File: config.mk
export PLATFORM = sky130hd
export DESIGN_NAME = ccff_chain_loader
export DESIGN_NICKNAME = d
export VERILOG_FILES = /design/src/rtl/ccff_chain_loader.sv
export SDC_FILE = /design/constraint.sdc
export NUM_CORES = 1
export LEC_CHECK = 0
export BUFFER_PORTS_ARGS = -buffer_cell sky130_fd_sc_hd__buf_2
export CELL_PAD_IN_SITES_DETAIL_PLACEMENT = 1
export CELL_PAD_IN_SITES_GLOBAL_PLACEMENT = 1
export CORE_MARGIN = 2
export CORE_UTILIZATION = 48
export DETAILED_ROUTE_END_ITERATION = 10
export PLACE_DENSITY = 0.9
export SYNTH_ARGS = -nofsm -noshare
export SYNTH_HDL_FRONTEND = slang
export SYNTH_SLANG_ARGS = --single-unit
File: constraint.sdc
create_clock -name prog_clk -period 5.8 [get_ports prog_clk]
set_clock_uncertainty 0.15 [all_clocks]
set_input_delay 1.16 -clock prog_clk [delete_from_list [all_inputs] [get_ports prog_clk]]
set_output_delay 1.16 -clock prog_clk [all_outputs]
set_load 0.01 [all_outputs]
File: src/rtl/ccff_chain_loader.sv
// Configuration-chain feeder: takes bitstream words over valid/ready, shifts CHAIN_LEN bits
// MSB-first onto ccff_head with a registered clock enable. Define CCFF_READBACK_EN for tail readback.
module ccff_chain_loader #(
  parameter int WORD_W    = 8,
  parameter int CHAIN_LEN = 48,
  parameter int CNT_W     = 16
) (
  input  logic              prog_clk,
  input  logic              pReset,
  input  logic              start,
  input  logic [WORD_W-1:0] cfg_data,
  input  logic              cfg_valid,
  output logic              cfg_ready,
  output logic              ccff_head,
  output logic              ccff_clk_en,
  input  logic              ccff_tail,
  output logic              busy,
  output logic              done
`ifdef CCFF_READBACK_EN
  ,
  output logic [WORD_W-1:0] rb_data,
  output logic              rb_valid
`endif
);

  typedef enum logic [1:0] {
    S_IDLE,
    S_FETCH,
    S_SHIFT,
    S_DONE
  } state_t;

  localparam logic [CNT_W-1:0] LEN_C  = CNT_W'(CHAIN_LEN);
  localparam logic [CNT_W-1:0] WORD_C = CNT_W'(WORD_W);
  localparam logic [CNT_W-1:0] ONE_C  = CNT_W'(1);

  state_t              state_q, state_d;
  logic [CNT_W-1:0]    bits_left_q;
  logic [CNT_W-1:0]    word_bits_q;
  logic [WORD_W-1:0]   sreg_q;
  logic [WORD_W-1:0]   sreg_shl;
  logic                head_q;
  logic                clk_en_q;
  logic                word_last;
  logic                load_last;

  assign sreg_shl    = sreg_q << 1;
  assign word_last   = (word_bits_q == ONE_C);
  assign load_last   = word_last && (bits_left_q == ONE_C);
  assign ccff_head   = head_q;
  assign ccff_clk_en = clk_en_q;

  // NOTE: every output of this block gets a default first so no path leaves it unassigned,
  // which would otherwise infer a latch.
  always_comb begin
    state_d   = state_q;
    cfg_ready = 1'b0;
    busy      = 1'b0;
    done      = 1'b0;
    case (state_q)
      S_IDLE: begin
        if (start) state_d = S_FETCH;
      end
      S_FETCH: begin
        busy      = 1'b1;
        cfg_ready = 1'b1;
        if (cfg_valid) state_d = S_SHIFT;
      end
      S_SHIFT: begin
        busy = 1'b1;
        if (word_last) state_d = load_last ? S_DONE : S_FETCH;
      end
      S_DONE: begin
        done    = 1'b1;
        state_d = S_IDLE;
      end
      default: state_d = S_IDLE;
    endcase
  end

  // NOTE: sequential state uses non-blocking assignments so every flop samples pre-edge values.
  always_ff @(posedge prog_clk) begin
    if (pReset) begin
      state_q     <= S_IDLE;
      bits_left_q <= '0;
      word_bits_q <= '0;
      sreg_q      <= '0;
      head_q      <= 1'b0;
      clk_en_q    <= 1'b0;
    end else begin
      state_q <= state_d;
      case (state_q)
        S_IDLE: begin
          if (start) bits_left_q <= LEN_C;
        end
        S_FETCH: begin
          if (cfg_valid) begin
            sreg_q      <= cfg_data;
            word_bits_q <= (bits_left_q < WORD_C) ? bits_left_q : WORD_C;
            head_q      <= cfg_data[WORD_W-1];
            clk_en_q    <= 1'b1;
          end
        end
        S_SHIFT: begin
          sreg_q      <= sreg_shl;
          word_bits_q <= word_bits_q - ONE_C;
          bits_left_q <= bits_left_q - ONE_C;
          // Head is driven one cycle ahead so it lines up with the registered enable.
          if (word_last) clk_en_q <= 1'b0;
          else           head_q   <= sreg_shl[WORD_W-1];
        end
        default: ;
      endcase
    end
  end

`ifdef CCFF_READBACK_EN
  logic [WORD_W-1:0] rb_sreg_q;
  logic [WORD_W-1:0] rb_next;
  logic [CNT_W-1:0]  rb_cnt_q;

  assign rb_next = (rb_sreg_q << 1) | WORD_W'(ccff_tail);

  // The tail bit seen on an enabled edge is the chain's old content leaving the far end.
  always_ff @(posedge prog_clk) begin
    if (pReset) begin
      rb_sreg_q <= '0;
      rb_cnt_q  <= '0;
      rb_data   <= '0;
      rb_valid  <= 1'b0;
    end else begin
      rb_valid <= 1'b0;
      if (clk_en_q) begin
        if (rb_cnt_q == CNT_W'(WORD_W - 1) || load_last) begin
          rb_valid  <= 1'b1;
          rb_data   <= rb_next << (CNT_W'(WORD_W - 1) - rb_cnt_q);
          rb_sreg_q <= '0;
          rb_cnt_q  <= '0;
        end else begin
          rb_sreg_q <= rb_next;
          rb_cnt_q  <= rb_cnt_q + ONE_C;
        end
      end
    end
  end
`else
  logic unused_tail;
  assign unused_tail = ccff_tail;
`endif

endmodule
Word level (Yosys, flattened, before mapping) --
Index checks and enable logic that the tools add are counted.
Word-level totals: bits in registers 43, bits of input ports 13, word-level logic and storage cells 49
Cells by class: add/subtract/negate cells 2, magnitude comparators 1, equal/unequal tests 9, mux-type cells 21, reduce and logical (&&, ||, !) cells 10
Operators with widths (count):
- 16-bit case mux with 2 select lines | 2
- 16-bit 2-to-1 mux | 3
- 16-bit by 1-bit equality test with 1-bit output, second input constant | 2
- 16-bit by 1-bit subtractor with 16-bit output, second input constant | 2
- 16-bit by 4-bit < comparator with 1-bit output, second input constant | 1
- 7-bit case mux with 2 select lines | 1
- 3-bit AND reduction | 3
- 2-bit 2-to-1 mux | 4
- 2-bit inequality test, second input constant | 4
- 2-bit case mux with 4 select lines | 1
- 1-bit 2-to-1 mux | 7
- 7-bit 2-to-1 mux | 1
- 2-bit equality test, second input constant | 2
- 1-bit case mux with 2 select lines | 2
- 2-bit AND reduction | 2
- 2-bit nonzero test | 2
- 2-bit by 1-bit equality test with 1-bit output, second input constant | 1
- 2-bit logical NOT | 1
- 2-bit OR reduction | 1
- 1-bit logical AND | 1

Longest topological paths before layout --
Gate-level depths: netlist (run 1).
depth after elaboration 5, gate-level depth with buffers 7

Worst setup path after synthesis (run 1) --
No wires, ideal clock.
path type input-to-reg, start point input port start, end point register bits_left_q[10], library setup time 0.071 ns, arrival 2.507 ns, required time 5.579 ns, setup slack 3.073 ns, stages 5, buffers on the path 1, cell sequence mux2i_1 > clkbuf_1 > or4_1 > or4_1 > a21oi_1
Between the ends: longest elaborated chain between the ends 2
RTL lines:
- start: declaration | RTL line 10 | input logic start,
- 2-bit inequality test (no line)
- 2-bit AND reduction (no line)
- end signal: assignment | RTL line 107 | bits_left_q <= bits_left_q - ONE_C;
- end: declaration | RTL line 38 | logic [CNT_W-1:0] bits_left_q;
Every way passes these cells. A chain may end at the register's enable or synchronous reset.

Final worst setup path (run 1) --
start point register word_bits_q[7], end point register head_q, in the netlist ccff_head
Between the ends: longest elaborated chain between the ends 3
RTL lines:
- start: declaration | RTL line 39 | logic [CNT_W-1:0] word_bits_q;
- start signal: assignment | RTL line 99 | word_bits_q <= (bits_left_q < WORD_C) ? bits_left_q : WORD_C;
- start signal: assignment | RTL line 106 | word_bits_q <= word_bits_q - ONE_C;
- 16-bit by 1-bit equality test with 1-bit output | RTL line 48 | assign word_last = (word_bits_q == ONE_C);
- 2-bit inequality test (no line)
- 3-bit AND reduction (no line)
- end signal: assignment | RTL line 100 | head_q <= cfg_data[WORD_W-1];
- end signal: assignment | RTL line 110 | else head_q <= sreg_shl[WORD_W-1];
- end: declaration | RTL line 42 | logic head_q;
Every way passes these cells.

==> results.py, run 1 <==
metrics = {
    "floorplanning": {
        "rows": 25,
        "boundaryPins": 18,
        "die_h_um": 72.73,
        "start_util": 0.4897,
        "dieArea_sq_um": 5289,
        "dieWidth_um": 72.73,
        "core_area_sq_um": 4629,
    },
    "finish": {
        "fin_nets": 307,
        "drive_above_1_share": 0.09756,
        "final_cell_count_no_fill": 341,
        "diodes": 0,
        "area_growth_pct": 8.830,
        "fin_util": 0.5330,
    },
    "outcome": {
        "status": "finished, final reports clean",
    },
    "clocking": {
        "cts_buffers": 5,
        "cts_sinks": 43,
        "clockRootBuffer": "clkbuf_8",
        "cts_tree": "yes",
        "cts_setup_buffers": 0,
        "clockBufferDepth": 2,
        "h-tree-depth": 2,
        "cts_hold_buf": 0,
        "cts.clk_slew.worst_paths_ns": 0.08,
        "insertion_delay_ns": 0.30,
        "cts.repair.resized": 0,
    },
    "logic_synthesis": {
        "synth_nets": 297,
        "syn_area_per_cell_sq_um": 8.214,
        "yosysTopAreaCell": "dfxtp_1",
        "synth_top_cell_area_share": 0.3797,
        "synth.area.top_cells": "dfxtp_1 (38%), a21oi_1 (4.4%), ha_1 (4.4%)",
        "synthCells": 276,
        "synth_edf_count": 0,
        "synth_cell_type_count": 39,
        "synth_commonest_cells": "dfxtp_1 (43), nor2_1 (21), a21oi_1 (20)",
        "async_reset_ff_frac": 0,
        "ys_ff_latch": 43,
        "ys_seq_area_frac": 0.3797,
        "syn-cell-area_sq_um": 2267,
        "synth_ff_type": "dfxtp_1",
        "synthMostInstantiatedCell": "dfxtp_1",
        "yosysWarnings": 0,
    },
    "routing": {
        "via_per_inst": 6.100,
        "drt_iter0_markers": 86,
        "first_pass_iters": 4,
        "drc_errors": 0,
        "vias": 2080,
        "routed_wl_mm": 5.709,
        "wl_per_cell_um": 16.74,
        "antenna_left": 0,
    },
    "grt": {
        "overflow": 0,
        "grt_max_degree": 31,
        "grt_pass1_wl_mm": 9.542,
        "track_usage": 0.2333,
        "first_global_vias": 1989,
        "antenna_found_initial": 0,
    },
    "sta": {
        "hold_violations": 0,
        "setup_tns_ns": 0,
        "max_freq_ghz": 0.3628,
        "fin_crit_ns": 2.756,
        "worst_slew_pin_slew_ns": 1.079,
        "slew_headroom": 0.2740,
        "finalSetupViolCount": 0,
        "final_max_slew_viol_count": 0,
        "finalCritPeriodShare": 0.4752,
        "rsz0062_at_grt": "false",
    },
    "placement": {
        "dpl.hpwl_mm": 3.935,
        "portBuffers": 16,
        "placed_cells": 333,
        "gp_congestion": 0.7670,
    },
    "setup_path": {
        "cp-end-kind": "flop",
        "r2r_setup_slack_ns": 3.04,
        "criticalPathCategory": "flop to flop",
        "slowest_delay_ns": 0.93,
        "slowest_stage": "nor4_1",
        "setup.worst_path.start_class": "flop",
        "worstPathArrival_ns": 2.80,
        "worstRegToRegCells": 4,
        "worstPathRequired_ns": 5.84,
        "critPathMaxFanout": 7,
        "path_cells": "nor4_1 > nand4_1 > o21ai_0 > mux2_2",
    },
    "power_and_ir_drop": {
        "power_leakage_nw": 0.8815,
        "ir_drop_uv": 243.5,
        "powerDensity_nw_per_um2": 558.5,
    },
    "min_path": {
        "hold_depth": 2,
        "worst_hold_path_type": "flop to flop",
    },
    "job": {
        "cap_violations": 0,
    },
}
## critical path, delay by kind of cell, from the launching register on
family	cells	cell delay, ns
AO/OA/AOI/OAI	1	0.38
flip-flops	1	0.35
multiplexers	1	0.37
AND/OR/NAND/NOR	2	1.41
## cells by family after synthesis
family | after synthesis | share of synthesized area
AO/OA/AOI/OAI | 67 | 0.1816
flip-flops | 43 | 0.3797
buffers and inverters | 26 | 0.04360
adder cells (fa/ha/maj) | 8 | 0.04415
AND/OR/NAND/NOR | 116 | 0.2826
XOR/XNOR | 6 | 0.02318
multiplexers | 10 | 0.04525
## cells in the final DEF (no fill, tap or decap), types with 3 or more instances in the layout
master    count
a211oi_1      7
a21oi_1      20
a31oi_1       5
a41oi_1       4
buf_2        16
clkbuf_8      6
dfxtp_1      43
ha_1          8
inv_1        11
mux2i_1       8
nand2_1      15
nand2b_1      6
nand3_1      15
nand4_1       9
nor2_1       21
nor2b_1       7
nor3_1        9
nor3b_1       5
nor4_1        5
o21ai_0      18
o31ai_1       3
o41ai_1       3
or3_1        10
or4_1         6
xnor2_1       6
## where the power goes
part	total [mW]	switching, mW	internal, mW
sequential	0.471	0.0871	0.384
clock	0.206	0.108	0.0977
combinational	0.701	0.435	0.266
## final cells by class
| cell class | count | area [sq um] |
|---|---|---|
| timing repair buffer | 18 | 95.09 |
| multi-input combinational | 207 | 1308 |
| sequential | 43 | 860.8 |
| tap | 54 | 67.56 |
| clock buffer | 7 | 86.33 |
| clock inverter | 1 | 8.758 |
| fill | 593 | 2162 |
| inverter | 11 | 41.29 |
## final timing paths
check,start,to
min reg2reg,word_bits_q[15],word_bits_q[15]
min,word_bits_q[15],word_bits_q[15]
max,word_bits_q[7],ccff_head
max reg2reg,word_bits_q[7],ccff_head
## registers in the layout, indices dropped and copies added (netlist names)
name         flops
ccff_clk_en      1
word_bits_q     16
bits_left_q     16
ccff_head        1
state_q          2
sreg_q           7
## per-layer routing
metal	track usage	up-vias	share of wire
met1	0.3000	998	0.46
met5	0	-	0
met3	0.05110	12	0.030
li1	-	1037	-
met2	0.3717	33	0.49
met4	0.1111	0	0.020
## per-stage QoR
step | area, sq um | worst slack, ns | total power, mW | hold WS [ns]
6_report | 2467 | 3.044 | 1.378 | 0.3431
5_1_grt | 2467 | 2.870 | 1.484 | 0.3688
4_1_cts | 2467 | 3.042 | 1.374 | 0.3462
3_5_place_dp | 2372 | 2.771 | 1.159 | 0.3321
3_3_place_gp | 2372 | 2.825 | 1.114 | 0.2961
2_1_floorplan | 2267 | 3.073 | 0.9908 | 0.2816
Power figures use the tool's default switching activity.
==> inputs of run 2 (changes only) <==
Settings changed: CORE_UTILIZATION 48 to 44, PLACE_DENSITY 0.9 to 0.84.
Clock period 5.8 ns to 2.6 ns, I/O delays scaled along.
==> run 2 against run 1 <==
Effect of this change: sequential share of layout area shrank 1.8 points; design area rose by 5.4%; wire length is 4.9% higher; critical path type unchanged; power grew 140%; highest routed layer unchanged; clock-buffer cell count shrank 1; sequential power rose by 120%.
==> results.py, run 2 (synthesized netlist as in run 1, its figures left out) <==
metrics = {
    "power_and_ir_drop": {
        "power_leakage_nw": 0.9435,
        "p_clk_frac": 0.188,
        "pwr-share-comb": 0.500,
        "internal_power_mw": 1.935,
        "switching_share": 0.4219,
        "power_frac_seq": 0.312,
        "p_switching_mw": 1.412,
        "ir_drop_uv": 667.5,
        "finalPower_mw": 3.347,
        "powerDensity_nw_per_um2": 1287,
    },
    "sta": {
        "layout_setup_ws_ns": 0.2011,
        "worst_slew_pin_slew_ns": 0.6049,
        "rsz0062_at_grt": "false",
        "fin_crit_ns": 2.399,
        "final_max_slew_viol_count": 0,
        "setup_tns_ns": 0,
        "max_freq_ghz": 0.4169,
        "hold-worst-slack_ns": 0.3189,
        "finalSetupViolCount": 0,
        "finalCritPeriodShare": 0.9227,
        "slew_headroom": 0.5925,
        "hold_violations": 0,
    },
    "grt": {
        "track_usage": 0.2243,
        "grt_pass1_wl_mm": 9.901,
        "grt_max_degree": 24,
        "overflow": 0,
        "antenna_found_initial": 0,
        "first_global_vias": 2104,
    },
    "floorplanning": {
        "dieArea_sq_um": 5743,
        "die_h_um": 75.78,
        "boundaryPins": 18,
        "rows": 26,
        "start_util": 0.4496,
        "dieWidth_um": 75.78,
        "core_area_sq_um": 5042,
    },
    "clocking": {
        "cts.clk_slew.worst_paths_ns": 0.09,
        "insertion_delay_ns": 0.30,
        "cts_sinks": 43,
        "cts_buffers": 5,
        "clockRootBuffer": "clkbuf_8",
        "cts_tree": "yes",
        "h-tree-depth": 2,
        "cts_setup_buffers": 0,
        "clockBufferDepth": 2,
    },
    "setup_path": {
        "cp-end-kind": "flop",
        "worstPathArrival_ns": 2.48,
        "worstPathRequired_ns": 2.68,
        "setup.worst_path.start_class": "flop",
        "criticalPathCategory": "flop to flop",
        "critPathMaxFanout": 5,
    },
    "placement": {
        "dpl.hpwl_mm": 4.185,
        "gp_congestion": 0.7954,
        "place_ws_ns": 0.1700,
        "portBuffers": 16,
    },
    "routing": {
        "wl_per_cell_um": 16.36,
        "routed_wl_mm": 5.986,
        "first_pass_iters": 4,
        "antenna_left": 0,
        "vias": 2133,
        "drc_errors": 0,
        "drt_iter0_markers": 69,
        "via_per_inst": 5.828,
    },
    "finish": {
        "mostFrequentLayoutCell": "dfxtp_1",
        "diodes": 0,
        "layout_common_cells": "dfxtp_1 (43), nor2_1 (21), a21oi_1 (20)",
        "top_regs": "bits_left_q (16), word_bits_q (16), sreg_q (7)",
        "area_growth_pct": 14.68,
        "drive_above_1_share": 0.1318,
        "fillCellCount": 625,
        "fin_nets": 316,
    },
    "outcome": {
        "status": "finished, final reports clean",
    },
    "job": {
        "cap_violations": 0,
    },
    "min_path": {
        "worst_hold_path_type": "flop to flop",
    },
}
-- run 2: timing repair --
action | 4_1_cts | 5_1_grt
hold buffers | 0 | 0
resized for setup | 0 | 2
setup endpoints to repair | 0 | 1
-- run 2: through the flow --
step | util | area (sq um) | instances
global placement | 0.4878 | 2460 | 358
CTS | 0.5141 | 2592 | 366
detailed placement | 0.4878 | 2460 | 358
finish | 0.5156 | 2600 | 366
floorplan | - | 2267 | 276
global route | 0.5156 | 2600 | 366
-- run 2: worst paths after layout --
check / depth (start not counted) / slack [ns] / to / start
max reg2reg: 6 / 0.20 / bits_left_q[10] / state_q[0]
min reg2reg: 2 / 0.32 / sreg_q[0] / sreg_q[0]
max: 6 / 0.20 / bits_left_q[10] / state_q[0]
min: 2 / 0.32 / sreg_q[0] / sreg_q[0]
-- run 2: routing by layer --
layer / GRT usage / share of wire / up-vias
met5: 0 / 0 / -
met2: 0.3707 / 0.49 / 18
li1: - / - / 1058
met4: 0.07018 / 0.013 / 0
met3: 0.04101 / 0.018 / 8
met1: 0.2961 / 0.48 / 1049
-- run 2: final cells by class --
type | count | area [sq um] | share of cell area
clock buffers | 6 | 72.57 | 0.02791
clock inverters | 2 | 60.06 | 0.02310
multi-input cells | 207 | 1315 | 0.5058
inverters | 11 | 41.29 | 0.01588
well taps | 70 | 87.58 | 0.03369
repair buffers | 27 | 162.7 | 0.06256
flip-flops and latches | 43 | 860.8 | 0.3311
-- run 2: critical path: stages, from the launching register on --
cell and delay [ns]:
dfxtp_1 0.38, inv_1 0.11, ha_1 0.28, mux2i_1 0.24, or4_4 0.59, or4_1 0.41, a21oi_1 0.16
-- run 2: power by group through the flow --
stage	registers, mW	logic, mW	clock network (mW)
detailed placement	1.06	1.63	0
global route	1.08	1.86	0.667
floorplan	1.01	1.20	0
CTS	1.04	1.66	0.639
finish	1.04	1.67	0.628
global placement	1.04	1.58	0
==> inputs of run 3 (changes only) <==
Settings changed: CORE_ASPECT_RATIO set to 1.2.
==> run 3 against run 2 <==
Effect of this change: core utilization increased by 0.67 points; design area decreased by 0.77%; via count increased by 1.8%; register-to-register slack got worse by 0.06 ns; power decreased by 0.18%; wire length decreased by 0.15%; combinational power about the same; critical path depth unchanged; final cell count decreased by 2.7%; non-clock buffer count unchanged; critical path type unchanged; largest cell class unchanged.
==> results.py, run 3 (synthesized netlist as in run 1, its figures left out) <==
metrics = {
    "routing": {
        "wl_per_cell_um": 16.79,
        "drt_iter0_markers": 141,
        "via_per_inst": 6.098,
        "drc_errors": 0,
        "antenna_left": 0,
        "routed_wl_mm": 5.977,
        "first_pass_iters": 4,
        "vias": 2171,
    },
    "setup_path": {
        "worstPathArrival_ns": 2.54,
        "cp-end-kind": "flop",
        "criticalPathCategory": "flop to flop",
        "setup.worst_path.start_class": "flop",
        "worstPathRequired_ns": 2.68,
        "critPathMaxFanout": 5,
        "worstRegToRegCells": 6,
    },
    "floorplanning": {
        "dieArea_sq_um": 5745,
        "dieWidth_um": 69.53,
        "boundaryPins": 18,
        "core_area_sq_um": 4940,
        "start_util": 0.4590,
        "rows": 28,
        "die_h_um": 82.63,
    },
    "clocking": {
        "cts.clk_slew.worst_paths_ns": 0.09,
        "clockBufferDepth": 2,
        "cts_setup_buffers": 0,
        "h-tree-depth": 2,
        "cts_tree": "yes",
        "cts.repair.resized": 0,
        "cts_hold_buf": 0,
        "cts_buffers": 5,
        "insertion_delay_ns": 0.30,
        "cts_sinks": 43,
        "clockRootBuffer": "clkbuf_8",
    },
    "power_and_ir_drop": {
        "ir_drop_uv": 521.8,
        "powerDensity_nw_per_um2": 1295,
        "power_leakage_nw": 0.9418,
        "power_frac_seq": 0.314,
        "pwr-share-comb": 0.498,
        "p_switching_mw": 1.404,
        "internal_power_mw": 1.937,
        "switching_share": 0.4202,
        "p_clk_frac": 0.188,
    },
    "grt": {
        "grt_max_degree": 31,
        "track_usage": 0.2264,
        "overflow": 0,
        "first_global_vias": 2132,
        "antenna_found_initial": 0,
        "grt_pass1_wl_mm": 10.39,
    },
    "placement": {
        "dpl.hpwl_mm": 4.193,
        "gp_congestion": 0.7968,
        "dpl-instance-area_sq_um": 2447,
        "portBuffers": 16,
    },
    "finish": {
        "regArea_sq_um": 860.8,
        "layout_common_cells": "dfxtp_1 (43), nor2_1 (21), a21oi_1 (20)",
        "drive_above_1_share": 0.1250,
        "final_cell_area_sq_um": 2580,
        "multi_input_area_sq_um": 1308,
        "fillCellCount": 600,
        "mostFrequentLayoutCell": "dfxtp_1",
        "diodes": 0,
        "top_regs": "bits_left_q (16), word_bits_q (16), sreg_q (7)",
        "area_growth_pct": 13.80,
        "fin_nets": 316,
    },
    "outcome": {
        "status": "finished, final reports clean",
    },
    "sta": {
        "rsz0062_at_grt": "false",
        "worst_slew_pin_slew_ns": 0.5487,
        "finalSetupViolCount": 0,
        "fin_crit_ns": 2.460,
        "slew_headroom": 0.6342,
        "hold_violations": 0,
        "final_max_slew_viol_count": 0,
        "finalCritPeriodShare": 0.9460,
        "hold-worst-slack_ns": 0.3178,
        "setup_tns_ns": 0,
        "max_freq_ghz": 0.4066,
    },
    "job": {
        "cap_violations": 0,
    },
    "min_path": {
        "hold_depth": 2,
        "worst_hold_path_type": "flop to flop",
    },
}
==> run 3: cell counts in the layout (fill, tap and decap cells not counted) <==
No cell type changed its count.
==> run 3: layout make-up <==
type                       instances  area share
multi-input combinational        207      0.5068
tap                               60     0.02910
timing repair buffer              27     0.06305
inverter                          11     0.01600
sequential                        43      0.3337
clock inverter                     2     0.02328
clock buffer                       6     0.02813
==> run 3: routing by layer <==
| metal | global-route usage | up-vias | routed length, um |
|---|---|---|---|
| met4 | 0.1098 | 0 | 215 |
| met1 | 0.2964 | 1044 | 2746 |
| li1 | - | 1058 | - |
| met3 | 0.04369 | 22 | 191 |
| met2 | 0.3615 | 47 | 2824 |
| met5 | 0 | - | 0 |
==> run 3: worst paths after layout <==
check | start | slack (ns) | to
max | state_q[0] | 0.14 | bits_left_q[10]
min | sreg_q[0] | 0.32 | sreg_q[0]
max reg2reg | state_q[0] | 0.14 | bits_left_q[10]
min reg2reg | sreg_q[0] | 0.32 | sreg_q[0]
==> run 3: power by group through the flow <==
stage / clock (mW) / sequential, mW / combinational, mW
global placement: 0 / 1.04 / 1.58
finish: 0.627 / 1.05 / 1.66
global route: 0.669 / 1.09 / 1.89
floorplan: 0 / 1.01 / 1.20
detailed placement: 0 / 1.06 / 1.65
CTS: 0.636 / 1.05 / 1.67
==> run 3: metrics by stage <==
stage | instances | setup WS [ns] | power [mW] | utilization
after floorplan | 276 | 0.2768 | 2.210 | -
after global placement | 348 | 0.2483 | 2.620 | 0.4954
after detailed placement | 348 | 0.2181 | 2.707 | 0.4954
after CTS | 356 | 0.1357 | 3.356 | 0.5223
after global routing | 356 | 0.01545 | 3.642 | 0.5223
final | 356 | 0.1404 | 3.341 | 0.5223
==> run 3: worst max-delay path: stages, from the launching register on <==
cell and delay [ns]:
dfxtp_1 0.41, inv_1 0.12, ha_1 0.30, mux2i_1 0.20, or4_1 0.63, or4_1 0.44
a21oi_1 0.15
